**src/rtl/secure_platform_ri5cy.sv**
```systemverilog
// UART-controlled platform shell: 8N1 receiver, packet parser (loopback / boot / scanf),
// loopback transmitter and LED status display.
module secure_platform_ri5cy #(
  parameter int CLKS_PER_BIT = 868,
  parameter int NOC_ADDR     = 8,
  parameter int BUF_DEPTH    = 64
) (
  input  logic       clock,
  input  logic       reset,
  input  logic       fetch_enable,
  input  logic       BT_RX,
  output logic       BT_TX,
  output logic [7:0] output_LEDS
);
  localparam int AW = $clog2(BUF_DEPTH);
  localparam int MW = AW + 1;
  localparam logic [15:0] BIT_END  = 16'(CLKS_PER_BIT - 1);
  localparam logic [15:0] HALF_END = 16'((CLKS_PER_BIT - 1) / 2);
  localparam logic [15:0] DEPTH    = 16'(BUF_DEPTH);
  localparam logic [7:0]  MY_ADDR  = 8'(NOC_ADDR);
  localparam logic [MW-1:0] LB_BASE = '0;

  localparam logic [1:0] RX_IDLE = 2'd0, RX_START = 2'd1, RX_DATA = 2'd2, RX_STOP = 2'd3;
  localparam logic [2:0] P_HDR = 3'd0, P_ADDR = 3'd1, P_SZLO = 3'd2, P_SZHI = 3'd3,
                         P_PAY = 3'd4;
  localparam logic [7:0] H_LOOP = 8'h00, H_BOOT = 8'h01, H_SCANF = 8'h03;

  logic        rx_meta, rx_sync, rx_prev;
  logic [1:0]  rx_state;
  logic [15:0] rx_cnt;
  logic [2:0]  rx_bit;
  logic [7:0]  rx_shift;
  logic        rx_valid, rx_ferr;

  logic [2:0]  p_state;
  logic [7:0]  hdr;
  logic        addr_ok, lb_drop;
  logic [15:0] size, idx;
  logic        err, boot_loaded, run, tx_start;
  logic [3:0]  pkt_count;
  logic [7:0]  scanf_reg;
  // Lower half holds the loopback buffer, upper half the boot buffer.
  logic [7:0]  buf_mem [2*BUF_DEPTH];

  logic        tx_active;
  logic [9:0]  tx_frame;
  logic [15:0] tx_cnt, tx_idx, tx_len, tx_nxt;
  logic [3:0]  tx_bit;

  logic accept, known, tx_busy;
  assign accept  = addr_ok & ~lb_drop;
  assign known   = (hdr == H_LOOP) || (hdr == H_BOOT) || (hdr == H_SCANF);
  assign tx_busy = tx_active | tx_start;
  assign tx_nxt  = tx_idx + 16'd1;

  // Receiver: synchronize, detect falling edge, sample mid-bit, flag good byte or framing error.
  always_ff @(posedge clock or negedge reset) begin
    if (!reset) begin
      rx_meta  <= 1'b0;
      rx_sync  <= 1'b0;
      rx_prev  <= 1'b0;
      rx_state <= RX_IDLE;
      rx_cnt   <= '0;
      rx_bit   <= '0;
      rx_shift <= '0;
      rx_valid <= 1'b0;
      rx_ferr  <= 1'b0;
    end else begin
      rx_meta  <= BT_RX;
      rx_sync  <= rx_meta;
      rx_prev  <= rx_sync;
      rx_valid <= 1'b0;
      rx_ferr  <= 1'b0;
      case (rx_state)
        RX_IDLE: begin
          if (rx_prev && !rx_sync) begin
            rx_state <= RX_START;
            rx_cnt   <= '0;
          end
        end
        RX_START: begin
          if (rx_cnt == HALF_END) begin
            rx_cnt   <= '0;
            rx_bit   <= '0;
            // A glitch that is high again at mid-bit is not a start bit.
            rx_state <= rx_sync ? RX_IDLE : RX_DATA;
          end else begin
            rx_cnt <= rx_cnt + 16'd1;
          end
        end
        RX_DATA: begin
          if (rx_cnt == BIT_END) begin
            rx_cnt   <= '0;
            rx_shift <= {rx_sync, rx_shift[7:1]};
            rx_bit   <= rx_bit + 3'd1;
            if (rx_bit == 3'd7) rx_state <= RX_STOP;
          end else begin
            rx_cnt <= rx_cnt + 16'd1;
          end
        end
        default: begin
          if (rx_cnt == BIT_END) begin
            rx_state <= RX_IDLE;
            if (rx_sync) rx_valid <= 1'b1;
            else         rx_ferr  <= 1'b1;
          end else begin
            rx_cnt <= rx_cnt + 16'd1;
          end
        end
      endcase
    end
  end

  // Packet parser: frame packets by size, fill buffers, update status and trigger loopback.
  always_ff @(posedge clock or negedge reset) begin
    if (!reset) begin
      p_state     <= P_HDR;
      hdr         <= '0;
      addr_ok     <= 1'b0;
      lb_drop     <= 1'b0;
      size        <= '0;
      idx         <= '0;
      err         <= 1'b0;
      boot_loaded <= 1'b0;
      run         <= 1'b0;
      tx_start    <= 1'b0;
      pkt_count   <= '0;
      scanf_reg   <= '0;
      for (int i = 0; i < 2 * BUF_DEPTH; i++) buf_mem[i] <= '0;
    end else begin
      tx_start <= 1'b0;
      if (fetch_enable) run <= 1'b1;
      if (rx_ferr) err <= 1'b1;
      if (rx_valid) begin
        case (p_state)
          P_HDR: begin
            hdr     <= rx_shift;
            p_state <= P_ADDR;
          end
          P_ADDR: begin
            addr_ok <= (rx_shift == MY_ADDR);
            lb_drop <= (rx_shift == MY_ADDR) && (hdr == H_LOOP) && tx_busy;
            // Foreign packets never touch err.
            if (rx_shift == MY_ADDR && (!known || (hdr == H_LOOP && tx_busy))) err <= 1'b1;
            p_state <= P_SZLO;
          end
          P_SZLO: begin
            size[7:0] <= rx_shift;
            p_state   <= P_SZHI;
          end
          P_SZHI: begin
            size[15:8] <= rx_shift;
            idx        <= '0;
            if ({rx_shift, size[7:0]} == 16'd0) begin
              if (accept) pkt_count <= pkt_count + 4'd1;
              p_state <= P_HDR;
            end else begin
              p_state <= P_PAY;
            end
          end
          default: begin
            if (idx < DEPTH) begin
              if (accept && hdr == H_LOOP) buf_mem[{1'b0, idx[AW-1:0]}] <= rx_shift;
              if (accept && hdr == H_BOOT) buf_mem[{1'b1, idx[AW-1:0]}] <= rx_shift;
            end else if (accept && (hdr == H_LOOP || hdr == H_BOOT)) begin
              err <= 1'b1;
            end
            idx <= idx + 16'd1;
            if (idx == size - 16'd1) begin
              p_state <= P_HDR;
              if (accept) begin
                pkt_count <= pkt_count + 4'd1;
                if (hdr == H_BOOT)  boot_loaded <= 1'b1;
                if (hdr == H_SCANF) scanf_reg   <= rx_shift;
                if (hdr == H_LOOP)  tx_start    <= 1'b1;
              end
            end
          end
        endcase
      end
    end
  end

  // Loopback transmitter: send buffered bytes as back-to-back 8N1 frames.
  always_ff @(posedge clock or negedge reset) begin
    if (!reset) begin
      tx_active <= 1'b0;
      tx_frame  <= '0;
      tx_cnt    <= '0;
      tx_bit    <= '0;
      tx_idx    <= '0;
      tx_len    <= '0;
    end else if (tx_start) begin
      tx_active <= 1'b1;
      tx_frame  <= {1'b1, buf_mem[LB_BASE], 1'b0};
      tx_cnt    <= '0;
      tx_bit    <= '0;
      tx_idx    <= '0;
      tx_len    <= (size > DEPTH) ? DEPTH : size;
    end else if (tx_active) begin
      if (tx_cnt == BIT_END) begin
        tx_cnt <= '0;
        if (tx_bit == 4'd9) begin
          tx_bit <= '0;
          if (tx_nxt == tx_len) begin
            tx_active <= 1'b0;
          end else begin
            tx_idx   <= tx_nxt;
            tx_frame <= {1'b1, buf_mem[{1'b0, tx_nxt[AW-1:0]}], 1'b0};
          end
        end else begin
          tx_bit   <= tx_bit + 4'd1;
          tx_frame <= {1'b1, tx_frame[9:1]};
        end
      end else begin
        tx_cnt <= tx_cnt + 16'd1;
      end
    end
  end

  // Line and LED outputs derive directly from registers.
  always_comb begin
    BT_TX       = tx_active ? tx_frame[0] : 1'b1;
    output_LEDS = run ? scanf_reg : {1'b0, boot_loaded, err, 1'b0, pkt_count};
  end

endmodule

```
**config.mk**
```make
export PLATFORM = sky130hd
export DESIGN_NAME = secure_platform_ri5cy
export DESIGN_NICKNAME = d
export VERILOG_FILES = /design/src/rtl/secure_platform_ri5cy.sv
export SDC_FILE = /design/constraint.sdc
export NUM_CORES = 1
export LEC_CHECK = 0
export ABC_CLOCK_PERIOD_IN_PS = 3800
export BUFFER_PORTS_ARGS = -buffer_cell sky130_fd_sc_hd__clkbuf_2
export CAP_MARGIN = 10
export CORE_MARGIN = 2
export CORE_UTILIZATION = 64
export DETAILED_ROUTE_END_ITERATION = 10
export PLACE_DENSITY_LB_ADDON = 0.05
export REMOVE_ABC_BUFFERS = 1
export SETUP_SLACK_MARGIN = 0.5
export SYNTH_ARGS = -nofsm -noshare
export SYNTH_HDL_FRONTEND = slang
export SYNTH_SLANG_ARGS = --single-unit
```
**constraint.sdc**
```tcl
create_clock -name clock -period 3.8 [get_ports clock]
set_input_delay 0.57 -clock clock [delete_from_list [all_inputs] [get_ports clock]]
set_output_delay 0.57 -clock clock [all_outputs]
set_load 0.1 [all_outputs]
```
==> flow_metrics.py, run 1 <==
metrics = {
    "run_status": {
        "status": "completed",
    },
    "timing": {
        "hold_violations": 0,
        "worstMarginPinSlew_ns": 1.121,
        "tns_ns": 0,
        "fin_crit_sh_pct": 84.66,
        "holdWs_ns": 0.02721,
        "slew_viol_final": 0,
        "final.setup.worst_slack_ns": 0.5828,
        "max_freq_mhz": 310.8,
        "grt_setup_unrepaired": "yes",
        "relSlewSlack_pct": 24.63,
        "clock_skew_ns": 0.02299,
        "setup_viol": 0,
        "layout_min_cycle_time_ns": 3.217,
    },
    "synthesis": {
        "ys_warn_count": 0,
        "yosysSeqAreaShare_pct": 52.44,
        "syn_avg_cell_area_um2": 13.63,
        "ys_ff_latch": 670,
        "synth_cell_types": 81,
        "synthCells": 2345,
        "ys.flop_type": "dfrtp_1",
        "synth_edf_count": 0,
        "synthArstFlopShare_pct": 100.0,
        "syn-cell-area_um2": 31970,
    },
    "final_layout": {
        "drive_gt1_share_pct": 39.94,
        "fin_nets": 2359,
        "instances_no_fill": 3050,
        "fill_cells": 3318,
        "postLayoutCoreUtil_pct": 71.92,
        "syn_to_final_growth_pct": 10.57,
        "antenna-diode-count": 0,
        "regMostFlops": "buf_mem",
        "largest_register_ffs": 512,
    },
    "setup_path": {
        "path_max_fanout": 8,
        "worst_setup_path_end_kind": "register",
        "crit_path_start_kind": "register",
        "crit_arrival_ns": 3.70,
        "crit_type": "reg2reg",
        "worst_ep_required_time_ns": 4.29,
    },
    "detailed_routing": {
        "vias": 19860,
        "drt_iter0_drc": 1600,
        "wl_met3_mm": 4.001,
        "top_layer": "met4",
        "drcViolationCount": 0,
        "ant_nets": 0,
        "routed_wl_mm": 74.92,
        "vias_per_cell": 6.512,
        "drt_pass1_iterations": 6,
        "wl_met1_mm": 32.59,
        "routedWlPerCell_um": 24.56,
        "met2WireLength_mm": 36.04,
    },
    "cts": {
        "clk_pin_slew_ns": 0.06,
        "ctsHtreeMaxLevel": 3,
        "cts_tree": "done",
        "clk_latency_ns": 0.62,
        "numCtsBuffers": 70,
        "cts_root_buf": "clkbuf_16",
        "cts.sinks": 670,
        "postCtsHoldBufs": 0,
        "clk_path_buf_depth": 3,
    },
    "die": {
        "die-width_um": 227.5,
        "ios": 13,
        "fp-row-count": 81,
        "start_util_pct": 65.05,
        "core_um2": 49150,
        "die_h_um": 227.5,
        "dieArea_um2": 51760,
    },
    "global_route": {
        "grt_max_degree": 107,
        "antenna_found_initial": 0,
        "first_global_vias": 20610,
        "track_usage_pct": 30.52,
        "grt_pass1_wl_mm": 119.2,
        "overflow": 0,
    },
    "pwr": {
        "powerDensity_nw_per_um2": 410.1,
        "peakVddDrop_uv": 353.1,
        "leakagePower_nw": 16.83,
    },
    "place": {
        "dp_slack_ns": 0.3433,
        "gp_congestion": 0.9187,
        "port_buffers": 12,
        "hpwl_mm": 46.58,
        "dpl.cell_count": 2928,
    },
    "hold_path": {
        "hp-class": "in2async",
    },
    "job": {
        "drv_cap": 0,
    },
}
critical path, cell delays in order, from the launching register on:
cell and delay (ns):
dfrtp_1 0.48, nor4_4 0.51, a21boi_1 0.18, or4_1 0.53, o211ai_2 0.11, nand4_2 0.18
nand2b_4 0.21, nor4_4 0.35, buf_4 0.23, mux2_4 0.30
cell type report:
type	instances	area (µm²)	area share, %
clock buffer	98	2037	5.762
clock inverter	21	279.0	0.7893
inverter	27	101.3	0.2867
multi-input combinational	1487	14560	41.17
sequential	670	16780	47.47
tap	664	830.8	2.350
timing repair buffer	83	765.7	2.166
synthesized netlist by cell type (all sizes together) (3+ instances only):
cell type	n	area, µm²
a211oi	3	22.52
mux2i	10	100.1
or4	11	86.33
o21bai	3	22.52
inv	26	97.59
mux2	561	6347
a22oi	8	60.06
buf	34	142.6
nand4b	4	35.03
and3	28	175.2
nor2b	14	87.58
xor2	40	357.8
nand4	21	137.6
o22ai	3	18.77
nor2	90	342.8
nand2	166	623.1
nor3	21	115.1
nor4	29	217.7
o2111ai	16	140.1
xnor2	36	315.3
a21oi	20	100.1
mux4	152	3423
nand2b	12	82.58
clkbuf	127	478.0
o31ai	13	102.6
or3	18	113.9
or2	5	31.28
and2	5	31.28
o211ai	7	57.55
dfrtp	670	16770
and4b	3	30.03
o21ai	49	245.2
ha	16	200.2
a211o	7	61.31
nor3b	11	87.58
nand3	59	295.3
nor4b	3	32.53
a22o	12	105.1
a31oi	3	18.77
repair_timing:
item	CTS	global route
pin swaps	1	3
cloned	0	0
buffers inserted	0	3
hold endpoints to repair	0	0
gates resized for setup	1	9
setup endpoints to repair	4	70
worst paths after layout:
path	from	endpoint	slack, ns	depth (start not counted)
setup / recovery	size[2]	scanf_reg[7]	0.58	9
max in group asynchronous	reset	buf_mem[733]	2.70	2
min in group clock	BT_RX	rx_meta	0.07	1
setup reg to reg	size[2]	scanf_reg[7]	0.58	9
hold / removal	reset	buf_mem[977]	0.03	1
hold reg to reg	rx_meta	rx_sync	0.34	0
placed cells by master, fill, tap and decap left out, drive strengths merged, types with 29 or more instances in the layout:
| cell | netlist | layout |
|---|---|---|
| inv | 26 | 31 |
| nand2 | 166 | 166 |
| clkbuf | 127 | 109 |
| xnor2 | 36 | 36 |
| o21ai | 49 | 49 |
| xor2 | 40 | 40 |
| dfrtp | 670 | 670 |
| buf | 34 | 72 |
| nor2 | 90 | 90 |
| nand3 | 59 | 59 |
| mux2 | 561 | 561 |
| mux4 | 152 | 152 |
| nor4 | 29 | 29 |
through the flow:
step | power, mW | area, µm²
after detailed placement | 7.734 | 32980
after floorplan | 7.481 | 31350
final | 14.50 | 35350
after global routing | 14.95 | 35350
after CTS | 14.62 | 35300
after global placement | 7.715 | 32980
per-layer routing:
metal  vias to the layer above  track usage [%]
met5                         -                0
met1                     10530            42.99
met2                       513            48.91
met3                       149            5.382
li1                       8669                -
met4                         0            9.909
report_power, final:
group | switching [mW] | internal [mW]
combinational | 0.297 | 0.116
clock | 2.87 | 4.03
sequential | 0.0252 | 7.16
cell families after synthesis:
family | Yosys count | share of synthesized area [%]
muxes | 723 | 30.87
DFF | 670 | 52.44
and+or+nand+nor | 508 | 8.128
buffers and inverters | 188 | 2.258
AOI/OAI and AO/OA | 163 | 3.538
xor gates and xnor gates | 76 | 2.105
adders and majority gates | 17 | 0.6575
Note: power is estimated with default switching activity, not from simulation.
==> inputs of run 2 (changes only) <==
--- a/config.mk
+++ b/config.mk
@@ -5,11 +5,11 @@
 export SDC_FILE = /design/constraint.sdc
 export NUM_CORES = 1
 export LEC_CHECK = 0
-export ABC_CLOCK_PERIOD_IN_PS = 3800
+export ABC_CLOCK_PERIOD_IN_PS = 2800
 export BUFFER_PORTS_ARGS = -buffer_cell sky130_fd_sc_hd__clkbuf_2
 export CAP_MARGIN = 10
 export CORE_MARGIN = 2
-export CORE_UTILIZATION = 64
+export CORE_UTILIZATION = 58
 export DETAILED_ROUTE_END_ITERATION = 10
 export PLACE_DENSITY_LB_ADDON = 0.05
 export REMOVE_ABC_BUFFERS = 1
==> constraint.sdc (replaced) <==
create_clock -name clock -period 2.8 [get_ports clock]
set_input_delay 0.42 -clock clock [delete_from_list [all_inputs] [get_ports clock]]
set_output_delay 0.42 -clock clock [all_outputs]
set_load 0.1 [all_outputs]
==> run 2 against run 1 <==
Net effect:
- the run now ends with setup timing left
- total power is 36% higher
- sequential cell count stayed put
- via count is 5.0% higher
- utilization is 0.31 points higher
- global-route usage is 0.91 points lower
- sequential power is 36% higher
- combinational power is 73% higher
- register-to-register slack worse by 0.61 ns
- critical path depth is 1 higher
- critical path type unchanged
- critical endpoint is now tx_frame[3]
- largest power group unchanged
==> flow_metrics.py, run 2 (synthesis gave the netlist of run 1 again) <==
metrics = {
    "pwr": {
        "leakagePower_nw": 19.47,
        "switching_power_mw": 4.378,
        "p_sw_share_pct": 22.13,
        "powerDensity_nw_per_um2": 500.1,
        "intPower_mw": 15.41,
        "combPwrFrac_pct": 3.6,
        "p_clk_share_pct": 47.1,
        "seq_power_share_pct": 49.3,
        "peakVddDrop_uv": 507.0,
    },
    "timing": {
        "max_freq_mhz": 353.1,
        "relSlewSlack_pct": 13.13,
        "setup_viol": 1,
        "worstMarginPinSlew_ns": 1.297,
        "fin_crit_sh_pct": 101.1,
        "slew_viol_final": 0,
        "clock_skew_ns": 0.02489,
        "holdWs_ns": 0.3332,
        "hold_violations": 0,
        "grt_setup_unrepaired": "yes",
        "final.setup.worst_slack_ns": -0.03219,
        "layout_min_cycle_time_ns": 2.832,
    },
    "global_route": {
        "antenna_found_initial": 0,
        "track_usage_pct": 29.61,
        "grt_max_degree": 105,
        "first_global_vias": 21590,
        "grt_pass1_wl_mm": 128.4,
        "overflow": 0,
    },
    "final_layout": {
        "multiInputGateArea_um2": 15900,
        "final_area_um2": 39560,
        "syn_to_final_growth_pct": 23.73,
        "antenna-diode-count": 0,
        "drive_gt1_share_pct": 49.87,
        "fill_cells": 3576,
        "final_common_cell": "dfrtp_1",
        "regMostFlops": "buf_mem",
        "largest_register_ffs": 512,
        "seq_area_um2": 16790,
        "layout.cells.most_common_list": "dfrtp_1, mux2_2, mux4_2",
        "fin_nets": 2584,
    },
    "hold_path": {
        "hp-class": "in2async",
    },
    "setup_path": {
        "crit_path_start_kind": "register",
        "crit_type": "reg2reg",
        "worst_ep_required_time_ns": 3.29,
        "worst_setup_path_end_kind": "register",
        "path_max_fanout": 8,
        "crit_arrival_ns": 3.32,
    },
    "cts": {
        "cts_tree": "done",
        "cts.sinks": 670,
        "ctsHtreeMaxLevel": 3,
        "clk_path_buf_depth": 3,
        "cts_root_buf": "clkbuf_16",
        "clk_latency_ns": 0.61,
        "numCtsBuffers": 74,
        "clk_pin_slew_ns": 0.06,
    },
    "place": {
        "gp_congestion": 0.9064,
        "hpwl_mm": 50.76,
        "placed_cell_area_um2": 34500,
        "port_buffers": 12,
    },
    "detailed_routing": {
        "routedWlPerCell_um": 25.01,
        "vias": 20860,
        "drcViolationCount": 0,
        "ant_nets": 0,
        "routed_wl_mm": 82.96,
        "drt_pass1_iterations": 5,
        "drt_iter0_drc": 1391,
        "vias_per_cell": 6.289,
    },
    "die": {
        "die_h_um": 238.8,
        "ios": 13,
        "die-width_um": 238.8,
        "core_um2": 54770,
        "fp-row-count": 86,
        "start_util_pct": 58.37,
        "dieArea_um2": 57020,
    },
    "run_status": {
        "violations": "setup timing",
        "status": "finished with violations",
    },
    "job": {
        "drv_cap": 0,
    },
}
## run 2: cell count changes in the layout (fill, tap and decap cells not counted), sizes merged, moves of 2 or more
cell | before | now
bufbuf | 0 | 2
inv | 31 | 27
dlygate4sd3 | 0 | 3
bufinv | 4 | 2
clkbuf | 109 | 126
buf | 72 | 285
## run 2: power by group through the flow
stage	sequential (mW)	combinational, mW	clock [mW]
6_report	9.75	0.716	9.32
3_5_place_dp	9.92	0.598	0
4_1_cts	9.75	0.603	9.47
5_1_grt	9.75	0.804	9.89
2_1_floorplan	9.92	0.237	0
3_3_place_gp	9.92	0.565	0
## run 2: repair_timing
item / CTS / global route
gates resized for setup: 269 / 225
pin swaps: 32 / 60
gates cloned: 9 / 3
endpoints found under the setup margin: 585 / 606
setup buffers: 21 / 25
hold buffers: 3 / 0
hold endpoints to repair: 36 / 0
## run 2: final timing paths
path                       cells after the start  startpoint      endpoint  slack [ns]
setup / recovery                              10   tx_idx[0]   tx_frame[3]       -0.03
hold / removal                                 2       reset  buf_mem[918]        0.33
setup reg to reg                              10   tx_idx[0]   tx_frame[3]       -0.03
hold reg to reg                                0     rx_meta       rx_sync        0.36
max in group asynchronous                      4       reset  buf_mem[609]        1.37
min in group clock                             0     rx_meta       rx_sync        0.36
## run 2: layout make-up
type,count,area share [%]
Sequential cell,670,42.45
Multi-Input combinational cell,1487,40.18
Timing Repair Buffer,304,9.103
Clock buffer,112,5.428
Tap cell,704,2.227
Clock inverter,13,0.3479
Inverter,27,0.2625
## run 2: layer usage
layer / vias up / wire length, µm / global-route usage, %
li1: 9113 / - / -
met1: 11110 / 36590 / 42.33
met2: 505 / 40250 / 47.37
met3: 130 / 4113 / 5.127
met4: 0 / 2001 / 7.955
met5: - / 0 / 0
## run 2: worst max-delay path: stages (launching register included)
cell and delay [ns]:
dfrtp_4 0.51, ha_4 0.30, buf_12 0.16, buf_16 0.14
buf_12 0.13, mux4_2 0.33, mux4_2 0.54, a22oi_2 0.21
o2111ai_1 0.14, o21ai_1 0.12, mux2i_1 0.10
## run 2: stage by stage
step | total power, mW | setup WS, ns | instances | utilization (%) | setup TNS [ns]
floorplan | 10.15 | -7.588 | 2184 | - | -203.24
global placement | 10.48 | -0.2138 | 3130 | 62.99 | -62.70
detailed placement | 10.52 | -0.2403 | 3130 | 62.99 | -64.49
CTS | 19.82 | 0.04160 | 3288 | 69.99 | 0
global route | 20.44 | -0.07206 | 3317 | 72.23 | -0.7193
finish | 19.78 | -0.03219 | 3317 | 72.23 | -0.03219
==> inputs of run 3 (changes only) <==
--- a/config.mk
+++ b/config.mk
@@ -9,9 +9,11 @@
 export BUFFER_PORTS_ARGS = -buffer_cell sky130_fd_sc_hd__clkbuf_2
 export CAP_MARGIN = 10
 export CORE_MARGIN = 2
-export CORE_UTILIZATION = 58
+export CORE_UTILIZATION = 55
 export DETAILED_ROUTE_END_ITERATION = 10
+export GPL_TIMING_DRIVEN = 0
 export PLACE_DENSITY_LB_ADDON = 0.05
+export RECOVER_POWER = 100
 export REMOVE_ABC_BUFFERS = 1
 export SETUP_SLACK_MARGIN = 0.5
 export SYNTH_ARGS = -nofsm -noshare
==> run 3 against run 2 <==
Net effect:
- the run still ends with setup timing left
- total power grew 3.4%
- worst setup slack got worse by 0.16 ns
- non-clock buffer count fell by 101
- register-to-register slack lost 0.16 ns
- critical path type unchanged
- die area grew 5.4%
- combinational power rose by 3.6%
- largest power group is now the clock network
- count of clock-buffer cells in the layout shrank 2
==> flow_metrics.py, run 3 (synthesis gave the netlist of run 1 again) <==
metrics = {
    "timing": {
        "worstMarginPinSlew_ns": 1.235,
        "slew_viol_final": 0,
        "clock_skew_ns": 0.01972,
        "max_freq_mhz": 334.1,
        "final.setup.worst_slack_ns": -0.1932,
        "setup_viol": 29,
        "layout_min_cycle_time_ns": 2.993,
        "hold_violations": 0,
        "holdWs_ns": 0.3537,
        "grt_setup_unrepaired": "yes",
        "fin_crit_sh_pct": 106.9,
        "relSlewSlack_pct": 17.67,
        "tns_ns": -2.166,
    },
    "die": {
        "core_um2": 57590,
        "die-width_um": 245.1,
        "start_util_pct": 55.52,
        "dieArea_um2": 60080,
        "die_h_um": 245.1,
        "ios": 13,
        "fp-row-count": 88,
    },
    "hold_path": {
        "hp-class": "reg2reg",
        "whs_endpoint": "rx_sync",
        "min-delay-start": "rx_meta",
        "holdPathStages": 0,
    },
    "setup_path": {
        "worst_ep_required_time_ns": 3.30,
        "path_max_fanout": 6,
        "crit_arrival_ns": 3.49,
        "critPathLaunch": "tx_idx[0]",
        "rrSetupSlack_ns": -0.19,
        "timing.rr.end": "tx_frame[1]",
        "timing.rr.start": "tx_idx[0]",
        "crit_type": "reg2reg",
        "rr_worst_depth": 11,
        "crit_path_start_kind": "register",
        "worst_setup_path_end_kind": "register",
    },
    "run_status": {
        "violations": "setup timing",
        "status": "finished with violations",
    },
    "cts": {
        "cts.sinks": 670,
        "clk_latency_ns": 0.63,
        "numCtsBuffers": 74,
        "clk_path_buf_depth": 3,
        "ctsHtreeMaxLevel": 3,
        "cts_tree": "done",
        "cts_root_buf": "clkbuf_16",
        "clk_pin_slew_ns": 0.06,
    },
    "detailed_routing": {
        "routed_wl_mm": 82.82,
        "vias_per_cell": 6.264,
        "ant_nets": 0,
        "drt_iter0_drc": 1473,
        "vias": 20600,
        "drcViolationCount": 0,
        "drt_pass1_iterations": 5,
        "routedWlPerCell_um": 25.19,
    },
    "global_route": {
        "first_global_vias": 20960,
        "overflow": 0,
        "grt_max_degree": 117,
        "grt_pass1_wl_mm": 125.1,
        "track_usage_pct": 27.27,
        "antenna_found_initial": 3,
    },
    "final_layout": {
        "seq_area_um2": 16830,
        "multiInputGateArea_um2": 16860,
        "fill_cells": 3809,
        "fin_nets": 2486,
        "regMostFlops": "buf_mem",
        "syn_to_final_growth_pct": 24.75,
        "drive_gt1_share_pct": 50.42,
        "largest_register_ffs": 512,
        "layout.cells.most_common_list": "dfrtp_1, mux2_2, mux4_2",
        "instances_no_fill": 3288,
        "postLayoutCoreUtil_pct": 69.26,
        "final_common_cell": "dfrtp_1",
        "antenna-diode-count": 0,
    },
    "pwr": {
        "leakagePower_nw": 18.57,
        "powerDensity_nw_per_um2": 512.9,
        "power_mw": 20.46,
        "peakVddDrop_uv": 516.9,
    },
    "place": {
        "hpwl_mm": 47.48,
        "dpl.cell_count": 2992,
        "gp_congestion": 0.8694,
        "port_buffers": 12,
    },
    "job": {
        "drv_cap": 0,
    },
}
run 3: cell types whose count changed in the layout (fill, tap and decap cells not counted), sizes merged:
cell,delta
clkinv,+6
or3,+1
nor2b,+1
clkbuf,-3
a21o,+1
buf,-100
clkinvlp,-3
inv,+3
bufinv,+4
run 3: critical path, stage by stage, from the launching register on:
cell and delay, ns:
dfrtp_4 0.52, buf_16 0.15, ha_4 0.27, buf_12 0.14, buf_12 0.13, buf_16 0.13, mux4_2 0.32, mux4_2 0.52
a22oi_2 0.35, o2111ai_2 0.15, o21ai_1 0.10, mux2i_1 0.08
run 3: per-layer routing:
metal  global-route usage, %  routed length [µm]
met1                   38.43               36280
met2                   43.69               40500
met3                   4.811                3715
met4                   8.016                2307
met5                       0                   9
run 3: stage by stage:
step	cell area (µm²)	worst slack (ns)
floorplan	31350	-7.588
global placement	32370	-14.10
detailed placement	33030	-2.049
CTS	37630	-0.1397
global route	39890	-0.2236
finish	39890	-0.1932
run 3: power breakdown:
group	internal (mW)	leakage (nW)	switching, mW
Sequential	9.71	9.29	0.0409
Clock	5.96	1.23	4.00
Combinational	0.246	8.05	0.496
Total	15.9	18.6	4.54
run 3: area by class of cell:
type                    count  area share, %
inverters                  27         0.2917
clock buffers             110          5.465
clock inverters            23         0.7591
flip-flops and latches    670          42.19
repair buffers            203          6.619
well taps                 765          2.400
multi-input cells        1490          42.28
run 3: worst max-delay path by stage:
stage	to	slack [ns]
finish	tx_frame[1]	-0.19
global route	tx_frame[1]	-0.22
CTS	tx_frame[1]	-0.14
detailed placement	tx_idx[0]	-2.05
global placement	rx_cnt[0]	-14.10
floorplan	tx_idx[0]	-7.59
run 3: what timing repair did:
item	in CTS	in global routing
setup endpoints to repair	619	625
pin swaps	77	60
hold endpoints to repair	51	0
hold buffers	4	0
gates cloned	13	1
resized for setup	286	277
setup buffers	52	92
